File: src/rtl/reverb_template_s2m_fifo_pkg.sv
// Shared constants and types for the stream-to-memory-mapped FIFO.
// Optional status register selected by macro REVERB_S2M_FIFO_STATUS_EN.
package reverb_template_s2m_fifo_pkg;

  localparam int DATA_W_DEF = 32;
  localparam int DEPTH_DEF  = 32;
  localparam int PTR_W      = $clog2(DEPTH_DEF);
  localparam int CNT_W      = PTR_W + 1;

  // Status word bit positions
  localparam int EMPTY_BIT  = 31;
  localparam int FULL_BIT   = 30;

  // Read-slave register map
  typedef enum logic {
    ADDR_DATA   = 1'b0,
    ADDR_STATUS = 1'b1
  } reg_addr_e;

endpackage

File: src/rtl/reverb_template_s2m_fifo_mem.sv
// FIFO storage: one write port, one synchronous read port, no reset.
module reverb_template_s2m_fifo_mem
  import reverb_template_s2m_fifo_pkg::*;
#(
  parameter int DATA_W = DATA_W_DEF,
  parameter int DEPTH  = DEPTH_DEF,
  parameter int AW     = PTR_W
) (
  input  logic              clock,
  input  logic              we,
  input  logic [AW-1:0]     wa,
  input  logic [DATA_W-1:0] wd,
  input  logic              re,
  input  logic [AW-1:0]     ra,
  output logic [DATA_W-1:0] q
);

  logic [DATA_W-1:0] mem [DEPTH];

  // Write port
  always_ff @(posedge clock) begin
    if (we) mem[wa] <= wd;
  end

  // Synchronous read port; q holds between reads
  always_ff @(posedge clock) begin
    if (re) q <= mem[ra];
  end

endmodule

File: src/rtl/reverb_template_s2m_fifo.sv
// Avalon-ST sink into a circular FIFO, drained through an Avalon-MM read
// slave (address 0 = data pop, address 1 = status). Fixed read latency 1.
// Macro REVERB_S2M_FIFO_STATUS_EN enables the status word
// {empty, full, zeros, cnt}; otherwise status reads return zero.
module reverb_template_s2m_fifo
  import reverb_template_s2m_fifo_pkg::*;
#(
  parameter int DATA_W = DATA_W_DEF,
  parameter int DEPTH  = DEPTH_DEF
) (
  input  logic              clock,
  input  logic              reset_n,
  input  logic [DATA_W-1:0] avalonst_sink_data,
  input  logic              avalonst_sink_valid,
  output logic              avalonst_sink_ready,
  input  logic              avalonmm_read_slave_address,
  input  logic              avalonmm_read_slave_read,
  output logic [DATA_W-1:0] avalonmm_read_slave_readdata,
  output logic              avalonmm_read_slave_readdatavalid,
  output logic              avalonmm_read_slave_waitrequest
);

  localparam int AW = $clog2(DEPTH);
  localparam int CW = AW + 1;
  localparam logic [CW-1:0] FULL_CNT = CW'(DEPTH);

  logic [AW-1:0]     wp;
  logic [AW-1:0]     rp;
  logic [CW-1:0]     cnt;
  logic              push;
  logic              pop;
  logic              status_rd;
  logic              src_mem;
  logic [DATA_W-1:0] mem_q;
  logic [DATA_W-1:0] status_word;
  logic [DATA_W-1:0] status_q;
  reg_addr_e         addr;

  assign addr      = reg_addr_e'(avalonmm_read_slave_address);
  assign avalonst_sink_ready = reset_n & (cnt != FULL_CNT);
  assign push      = avalonst_sink_valid & avalonst_sink_ready;
  assign pop       = avalonmm_read_slave_read & (addr == ADDR_DATA) & (cnt != '0);
  assign status_rd = avalonmm_read_slave_read & (addr == ADDR_STATUS);
  assign avalonmm_read_slave_waitrequest =
    ~reset_n | (avalonmm_read_slave_read & (addr == ADDR_DATA) & (cnt == '0));

  reverb_template_s2m_fifo_mem #(
    .DATA_W (DATA_W),
    .DEPTH  (DEPTH),
    .AW     (AW)
  ) u_mem (
    .clock (clock),
    .we    (push),
    .wa    (wp),
    .wd    (avalonst_sink_data),
    .re    (pop),
    .ra    (rp),
    .q     (mem_q)
  );

  // Status word assembled from the registered count
  always_comb begin
    status_word = '0;
`ifdef REVERB_S2M_FIFO_STATUS_EN
    status_word[CW-1:0]    = cnt;
    status_word[EMPTY_BIT] = (cnt == '0);
    status_word[FULL_BIT]  = (cnt == FULL_CNT);
`endif
  end

  // Pointers, occupancy and read response tracking
  always_ff @(posedge clock or negedge reset_n) begin
    if (!reset_n) begin
      wp       <= '0;
      rp       <= '0;
      cnt      <= '0;
      src_mem  <= 1'b0;
      status_q <= '0;
      avalonmm_read_slave_readdatavalid <= 1'b0;
    end else begin
      if (push) wp <= wp + AW'(1);
      if (pop)  rp <= rp + AW'(1);
      case ({push, pop})
        2'b10:   cnt <= cnt + CW'(1);
        2'b01:   cnt <= cnt - CW'(1);
        default: cnt <= cnt;
      endcase
      avalonmm_read_slave_readdatavalid <= pop | status_rd;
      if (pop) begin
        src_mem <= 1'b1;
      end else if (status_rd) begin
        src_mem  <= 1'b0;
        status_q <= status_word;
      end
    end
  end

  // The memory read register cannot be reset, so readdata is the registered
  // mem output or a resettable status register, chosen by the last read kind;
  // src_mem clears on reset so readdata reads 0 until the next read.
  assign avalonmm_read_slave_readdata = src_mem ? mem_q : status_q;

endmodule

File: config.mk
export PLATFORM = sky130hd
export DESIGN_NAME = reverb_template_s2m_fifo
export DESIGN_NICKNAME = d
export VERILOG_FILES = /design/src/rtl/reverb_template_s2m_fifo_pkg.sv /design/src/rtl/reverb_template_s2m_fifo_mem.sv /design/src/rtl/reverb_template_s2m_fifo.sv
export SDC_FILE = /design/constraint.sdc
export NUM_CORES = 1
export LEC_CHECK = 0
export BUFFER_PORTS_ARGS = -buffer_cell sky130_fd_sc_hd__buf_4
export CORE_AREA = 10 10 296 298
export DETAILED_ROUTE_END_ITERATION = 10
export DIE_AREA = 0 0 306 308
export PLACE_DENSITY_LB_ADDON = 0.12
export SYNTH_ARGS = -nofsm -noshare
export SYNTH_HDL_FRONTEND = slang
export SYNTH_HIERARCHICAL = 1
export SYNTH_SLANG_ARGS = --single-unit
File: constraint.sdc
create_clock -name clock -period 4.2 [get_ports clock]
set_input_delay 0.63 -clock clock [delete_from_list [all_inputs] [get_ports clock]]
set_output_delay 0.63 -clock clock [all_outputs]
set_load 0.005 [all_outputs]
# After elaboration in Yosys (flattened, before gate mapping)

Memories as Yosys holds them, arrays and structs flattened. A register that Yosys moved wholly into a read port is not among the register bits.
Cells that the tools add are included.

Flip-flop bits (word level): 18
Memories kept: 1
Bits of input ports: 37
RAM bits: 1,024

Reductions and logical operators: 4
Bitwise operators: 10
Equality and inequality tests: 3
$add $sub $neg: 4
Mux-type cells: 6

Memory list:

| memory    | depth | bits a word | rd ports | clocked after memory_dff | write ports | RTL line                           | source |
|---|---|---|---|---|---|---|---|
| u_mem.mem | 32    | 32          | 1        | 1                        | 1           | reverb_template_s2m_fifo_mem.sv:18 | `logic [DATA_W-1:0] mem [DEPTH];` |

Operator list:

| kind                                                                | number |
|---|---|
| 32-bit two-way mux                                                  | 1 |
| 6-bit one-hot mux with 2 select lines                               | 1 |
| 5-bit by 1-bit adder with 5-bit output (second input constant)      | 2 |
| 6-bit by 1-bit adder with 6-bit output (second input constant)      | 1 |
| 1-bit AND                                                           | 6 |
| 6-bit zero test                                                     | 1 |
| 6-bit != test (second input constant)                               | 1 |
| 6-bit nonzero test                                                  | 1 |
| 6-bit by 1-bit subtractor with 6-bit output (second input constant) | 1 |
| 1-bit two-way mux                                                   | 4 |
| 2-bit nonzero test                                                  | 2 |
| 2-bit by 1-bit == test with 1-bit output (second input constant)    | 1 |
| 2-bit == test (second input constant)                               | 1 |
| 1-bit inverter                                                      | 2 |
| 1-bit bitwise OR                                                    | 2 |

# Logic depth before layout (Yosys ltp)

Gate-level depths: netlist of the first run.

Depth after elaboration: 5
Gate-level depth with buffers: 10
Mapped depth without buffers: 10

# Modules after synthesis

Netlist of the first run, hierarchy kept.

Modules (own cells, without submodules):

| module                       | cells an instance | times used | area an instance (um^2) |
|---|---|---|---|
| reverb_template_s2m_fifo_mem | 2,260             | 1          | 40,805.4 |
| reverb_template_s2m_fifo     | 125               | 1          | 1,243.7 |

# Worst setup path before layout of the first run

OpenSTA, ideal clock, no wires.

Path type: input to register
From: input avalonst_sink_valid
To: memory u_mem/mem[28][0] (netlist bit), enable pin
Arrival time: 2.988 ns
Stages: 5
Buffers on the path: 1
Path slack: 0.791 ns
Path through: nand2_1 > a31oi_4 > or3b_2 > clkbuf_1 > nor2_1

Cells in the longest elaborated chain, start to end: 3

Ends and longest elaborated chain:

| what                                    | RTL line                           | source |
|---|---|---|
| start, declared                         | reverb_template_s2m_fifo.sv:14     | `input logic avalonst_sink_valid,` |
| 1-bit AND                               | reverb_template_s2m_fifo.sv:41     | `assign push = avalonst_sink_valid & avalonst_sink_ready;` |
| via push                                | reverb_template_s2m_fifo.sv:30     | `logic push;` |
| 1-bit two-way mux                       | reverb_template_s2m_fifo_mem.sv:22 | `if (we) mem[wa] <= wd;` |
| 1-bit two-way mux (not written as such) | reverb_template_s2m_fifo_mem.sv:22 |  |
| end, declared                           | reverb_template_s2m_fifo_mem.sv:18 |  |

The timed path passes the listed nets, and every way through them passes these cells.

# Worst setup path after layout of the first run

From: input reset_n
To: memory u_mem/mem[20][8] (netlist bit), enable pin

Cells in the longest elaborated chain, start to end: 4

Ends and longest elaborated chain:

| what                                    | RTL line                           | source |
|---|---|---|
| start, declared                         | reverb_template_s2m_fifo.sv:12     | `input logic reset_n,` |
| 1-bit AND                               | reverb_template_s2m_fifo.sv:40     | `assign avalonst_sink_ready = reset_n & (cnt != FULL_CNT);` |
| 1-bit AND                               | reverb_template_s2m_fifo.sv:41     |  |
| via push                                | reverb_template_s2m_fifo.sv:30     |  |
| 1-bit two-way mux                       | reverb_template_s2m_fifo_mem.sv:22 |  |
| 1-bit two-way mux (not written as such) | reverb_template_s2m_fifo_mem.sv:22 |  |

The timed path passes the listed nets, and every way through them passes these cells.

==> out/metrics.csv, run 1 <==
metric,value,unit
reg2reg start,cnt[0]$_DFFE_PN0P_,
grt ovf,0,
Worst R2R Path Depth,9,
largest net degree at the start of global routing,59,
asr flop ratio synth,1.676,%
Worst Setup SP,reset_n,
clk slew on worst S/H paths,0.06,ns
Synth top area share,75.41,%
most numerous cell in the Yosys netlist,edfxtp_1,
RR Endpoint,cnt[5]$_DFFE_PN0P_,
dpl hpwl,60.52,mm
fin crit period,3.279,ns
Worst Path Max Fanout,21,
status,"complete, no violations",
antenna violations before repair,1,
worst slew pin tran,0.9253,ns
clock buffer depth,3,
CP Class,in2reg,
syn_area_per_cell,17.63,µm²
worst hold margin,0.2023,ns
Post-DRT Antenna Nets,0,
Psw,0.009762,W
PD cells,647.1,nW/µm²
WP data required,4.54,ns
fin crit share,78.08,%
synth warn,6,
most frequent cells after synthesis,"edfxtp_1, mux2i_1, nand2_1",
CP endpoint,u_mem/mem[20][8]$_DFFE_PP_,
Crit. End Element,flip-flop,
CTS tree,yes,
max-cap violations,0,
Gate power share,28.6,%
sequential share of power,41.1,%
fmax,304.9,MHz
Chip Height,308,µm
Clock power frac,30.3,%
Synth Instances,2385,
relative slew slack,38.16,%
fin util,58.92,%
layout cell share with drive strength beyond 1,14.08,%
DRT Pass-1 Iters,5,
clock sinks,1074,
Startpoint Class,input pin,
layout filler cell count,6019,
vias in the first global route,21940,
core area,81580,µm²
Critical Path AT,3.62,ns
All-Layer GR Usage,20.95,%
1st-iter DRT viols,1872,
Synth-to-Final Area Change,14.32,%
LEAKAGE,16.76,nW
Post-CTS Setup Repair Bufs,0,
#FFs+latches synth,1074,
setup_tns,0,ns
Sw Share,31.38,%
"Net Count, Synth",2430,
number of CTS-inserted buffers,107,
Pint,0.02135,W
# rows,105,
Ports,72,
clk root buf,clkbuf_16,
leading area contributor after synthesis,edfxtp_1,
sequential area share after synthesis,76.48,%
n_diodes,0,
die width,306,µm
min-delay worst type,in2reg,
port bufs,71,
Worst Skew,0.02330,ns
total length of routed wires,100.4,mm
setup violators final,0,
CTS H-Tree Depth,3,
Starting Density,51.54,%
post-synth design cell area,42050,µm²
final hold vios,0,
die area,94250,µm²
Worst VDD drop,0.4643,mV
Slew Limit Fails,0,
Avg Vias per Cell,5.901,
vias,21780,
R2R setup slack,1.05,ns
global-route wire length before repair,145.8,mm
Synth Flop Type,edfxtp_1,
Clock Latency Late Sink,0.66,ns
Final nets,2578,
"top cells by area, synth","edfxtp_1, mux2i_1, a22oi_1, a22o_1, a21oi_1",
RSZ-0062 raised after global routing,no,
drt wl/cell,27.20,µm
"EDFF count, synth",1056,
GPL Wtd Cong,0.8293,
Unique masters post-synth,47,
DRC viols,0,
[cells in the final DEF, fill, tap and decap left out, types with 2 or more instances in the layout]
cell / count
bufinv_16: 14
mux2i_1: 513
nand2b_2: 2
nor3b_1: 2
clkinv_1: 28
inv_6: 2
and2_1: 32
a22oi_1: 96
clkinvlp_4: 3
clkbuf_16: 108
nor3_1: 32
nand2_1: 103
o21ai_0: 5
nor2_1: 2
nand3_1: 99
dfrtp_1: 17
nand3b_1: 5
buf_12: 34
a22o_1: 64
clkbuf_8: 2
buf_4: 135
a21oi_1: 100
nor2b_1: 3
clkinv_2: 18
edfxtp_1: 1056
inv_1: 7
nor2_4: 33
or3b_2: 3
xor2_1: 4
a31oi_4: 2
ha_1: 7
nand4_1: 4
mux2_4: 2
xnor2_1: 7
clkbuf_1: 20
a31oi_1: 33
[stage by stage]
step | power (W) | instances | setup WS, ns | area [µm²]
after detailed placement | 0.02192 | 3493 | 0.8059 | 44590
final | 0.03111 | 3690 | 0.9206 | 48070
after global placement | 0.02182 | 3493 | 0.8462 | 44590
after global routing | 0.03228 | 3690 | 0.7648 | 48070
after floorplan | 0.01867 | 2385 | 0.7907 | 42050
after CTS | 0.03131 | 3690 | 0.9325 | 48070
[state kept, by name (all words and copies together) (netlist names)]
name	cells
avalonmm_read_slave_readdatavalid	1
src_mem	1
cnt	6
wp	5
u_mem/mem	1024
u_mem/q	32
rp	5
[repair_timing]
action | CTS | global route
resized for setup | 0 | 0
hold buffers | 1 | 0
endpoints found under the hold margin | 18 | 0
[critical path, stage by stage]
cell and delay (ns):
dlygate4sd3_1 0.53, buf_4 0.27, nand2_1 0.14, a31oi_4 0.43
or3b_2 0.73, nor2_4 0.54, buf_12 0.26
[layer usage]
metal,GRT usage [%],vias to the layer above,wire length (µm)
met4,6.009,0,2657
met2,35.30,644,49520
met3,3.419,151,5485
met1,27.93,11230,42700
met5,0,-,0
li1,-,9755,-
[final cells by class]
type / instances / area (µm²) / share of cell area (%)
timing repair buffer: 170 / 1704 / 3.545
sequential: 1074 / 32160 / 66.91
multi-input combinational: 1173 / 9361 / 19.47
clock inverter: 66 / 671.9 / 1.398
clock buffer: 130 / 2805 / 5.835
tap: 1070 / 1339 / 2.785
inverter: 7 / 26.28 / 0.05466
[power groups by stage]
stage               sequential [W]  combinational (W)  clock, W
finish                      0.0128            0.00891   0.00942
global route                0.0128            0.00945    0.0100
CTS                         0.0128            0.00894   0.00960
detailed placement          0.0130            0.00892         0
global placement            0.0130            0.00884         0
floorplan                   0.0128            0.00590         0
[worst min path at each step]
stage / start / endpoint / slack (ns) / cells after the start
after CTS: avalonmm_read_slave_address / src_mem$_DFFE_PN0P_ / 0.17 / 2
final: avalonmm_read_slave_address / src_mem$_DFFE_PN0P_ / 0.20 / 2
after detailed placement: reset_n / wp[0]$_DFFE_PN0P_ / 0.53 / 1
after global placement: reset_n / wp[0]$_DFFE_PN0P_ / 0.52 / 1
after floorplan: reset_n / avalonmm_read_slave_readdatavalid$_DFF_PN0_ / 0.33 / 0
after global routing: avalonmm_read_slave_address / src_mem$_DFFE_PN0P_ / 0.18 / 2
[cells by family after synthesis]
family | count (synthesis) | share of synthesized area [%]
simple gates | 329 | 3.761
fa+ha+maj | 8 | 0.2559
xor+xnor | 11 | 0.2291
buf+inv | 138 | 1.889
mux | 515 | 12.28
flops | 1074 | 76.48
compound gates | 310 | 5.097
No activity file was read; power rests on OpenSTA's default activity.
==> run 2, diff against run 1 <==
==> constraint.sdc (replaced) <==
create_clock -name clock -period 3.13 [get_ports clock]
set_input_delay 0.4695 -clock clock [delete_from_list [all_inputs] [get_ports clock]]
set_output_delay 0.4695 -clock clock [all_outputs]
set_load 0.005 [all_outputs]
==> out/metrics.csv, run 2 (synthesis gave the netlist of run 1 again) <==
metric,value,unit,change
status,"complete, no violations",,
CP Class,reg2reg,,
LEAKAGE,16.84,nW,+0.47%
All-Layer GR Usage,21.69,%,+0.74 points
fin crit period,2.909,ns,
Critical Path AT,3.26,ns,-0.36 ns
CTS H-Tree Depth,3,,unchanged
total length of routed wires,103.3,mm,+2.9%
global-route wire length before repair,151.5,mm,+3.9%
dpl hpwl,60.86,mm,+0.57%
placed cell count,3498,,+0.14%
Starting Density,51.54,%,unchanged
largest register by flop count,u_mem/mem,,
core area,81580,µm²,unchanged
vias in the first global route,22280,,+1.6%
max reg flops,1024,,unchanged
DP Area,44490,µm²,-0.22%
Startpoint Class,flip-flop,,
"commonest cells after routing, fill and taps aside","edfxtp_1, mux2i_1, buf_4, clkbuf_16, nand2_1",,
Crit. End Element,flip-flop,,
"commonest non-fill, non-tap cell in the layout",edfxtp_1,,
Post-DRT Antenna Nets,0,,unchanged
Worst VDD drop,0.6704,mV,+44%
number of CTS-inserted buffers,108,,+0.93%
worst hold path depth,2,,unchanged
Ports,72,,unchanged
antenna violations before repair,0,,-1
die width,306,µm,unchanged
worst slew pin tran,1.196,ns,+0.2710 ns
# rows,105,,unchanged
WP data required,3.48,ns,-1.06 ns
port bufs,71,,unchanged
fin util,58.99,%,+0.063 points
min-delay worst type,in2reg,,
max-cap violations,0,,unchanged
largest net degree at the start of global routing,77,,+31%
DRT Pass-1 Iters,5,,unchanged
layout cell share with drive strength beyond 1,14.36,%,+0.27 points
Worst R2R Path Depth,6,,-3
final hold vios,0,,unchanged
Synth-to-Final Area Change,14.45,%,
Worst Skew,0.02446,ns,+0.001152 ns
DRC viols,0,,unchanged
clock sinks,1074,,unchanged
Slew Limit Fails,0,,unchanged
setup_tns,0,ns,unchanged
clk root buf,clkbuf_16,,
Avg Vias per Cell,6.011,,+1.9%
1st-iter DRT viols,1982,,+5.9%
GPL Wtd Cong,0.7905,,-4.7%
grt ovf,0,,unchanged
Final nets,2588,,+0.39%
Clock Latency Late Sink,0.66,ns,about the same
clk slew on worst S/H paths,0.06,ns,about the same
setup violators final,0,,unchanged
fin crit share,92.94,%,
clock buffer depth,3,,unchanged
Chip Height,308,µm,unchanged
drt wl/cell,27.88,µm,+2.5%
n_diodes,0,,unchanged
fmax,343.7,MHz,
Final Cell Area,48120,µm²,+0.11%
non-filler instance count after layout,3703,,+0.35%
CTS tree,yes,,
die area,94250,µm²,unchanged
Worst Path Max Fanout,22,,+4.8%
biggest regs,"u_mem/mem (1024), u_mem/q (32), cnt (6)",,
PD cells,873.0,nW/µm²,+35%
relative slew slack,20.06,%,-18 points
RSZ-0062 raised after global routing,no,,
vias,22260,,+2.2%
[run 2: routing by layer]
| metal | track usage (%) | vias up | part of all wire (%) |
|---|---|---|---|
| met3 | 2.843 | 126 | 5.6 |
| met1 | 29.94 | 11670 | 43 |
| li1 | - | 9767 | - |
| met2 | 36.13 | 693 | 50 |
| met4 | 5.781 | 0 | 2.1 |
| met5 | 0 | - | 0 |
[run 2: final timing paths]
| kind | start | end | slack (ns) |
|---|---|---|---|
| hold reg to reg | cnt[2]$_DFFE_PN0P_ | cnt[2]$_DFFE_PN0P_ | 0.59 |
| hold / removal | avalonmm_read_slave_read | avalonmm_read_slave_readdatavalid$_DFF_PN0_ | 0.05 |
| setup reg to reg | cnt[0]$_DFFE_PN0P_ | u_mem/mem[18][22]$_DFFE_PP_ | 0.22 |
| setup / recovery | cnt[0]$_DFFE_PN0P_ | u_mem/mem[18][22]$_DFFE_PP_ | 0.22 |
| min in group asynchronous | reset_n | wp[1]$_DFFE_PN0P_ | 0.34 |
| max in group asynchronous | reset_n | rp[0]$_DFFE_PN0P_ | 2.53 |
[run 2: metrics by stage]
step | hold slack, ns | setup WS (ns) | total power (W)
floorplan | 0.1739 | -0.1420 | 0.02506
global placement | 0.4787 | 0.1481 | 0.02925
CTS | 0.01563 | 0.1076 | 0.04229
detailed placement | 0.4785 | 0.1339 | 0.02938
finish | 0.05195 | 0.2208 | 0.04201
global route | 0.03005 | 0.07235 | 0.04370
[run 2: repair_timing]
action,4_1_cts,5_1_grt
hold endpoints to repair,19,0
resized for setup,0,1
hold buffers,3,0
setup endpoints to repair,0,1
setup buffers,0,2
[run 2: critical path, cell delays in order (launching register included)]
cell and delay [ns]:
dfrtp_1 0.49, nor4_4 0.09, a31oi_4 0.36, nand3b_1 0.21, buf_12 0.20, nor2_4 0.86, buf_4 0.37
[run 2: where the power goes]
group	switching (W)	internal [W]	total, W	leakage (nW)
clock network	0.00522	0.00772	0.0129	1.75
registers	0.000333	0.0166	0.0170	9.73
logic	0.00748	0.00462	0.0121	5.35
[run 2: final cells by class]
class,instances,area [µm²]
Timing Repair Buffer,179,1639
Sequential cell,1074,32160
Clock buffer,134,2915
Inverter,7,26.28
Clock inverter,66,675.6
Tap cell,1070,1339
Multi-Input combinational cell,1173,9364
Fill cell,6083,33460
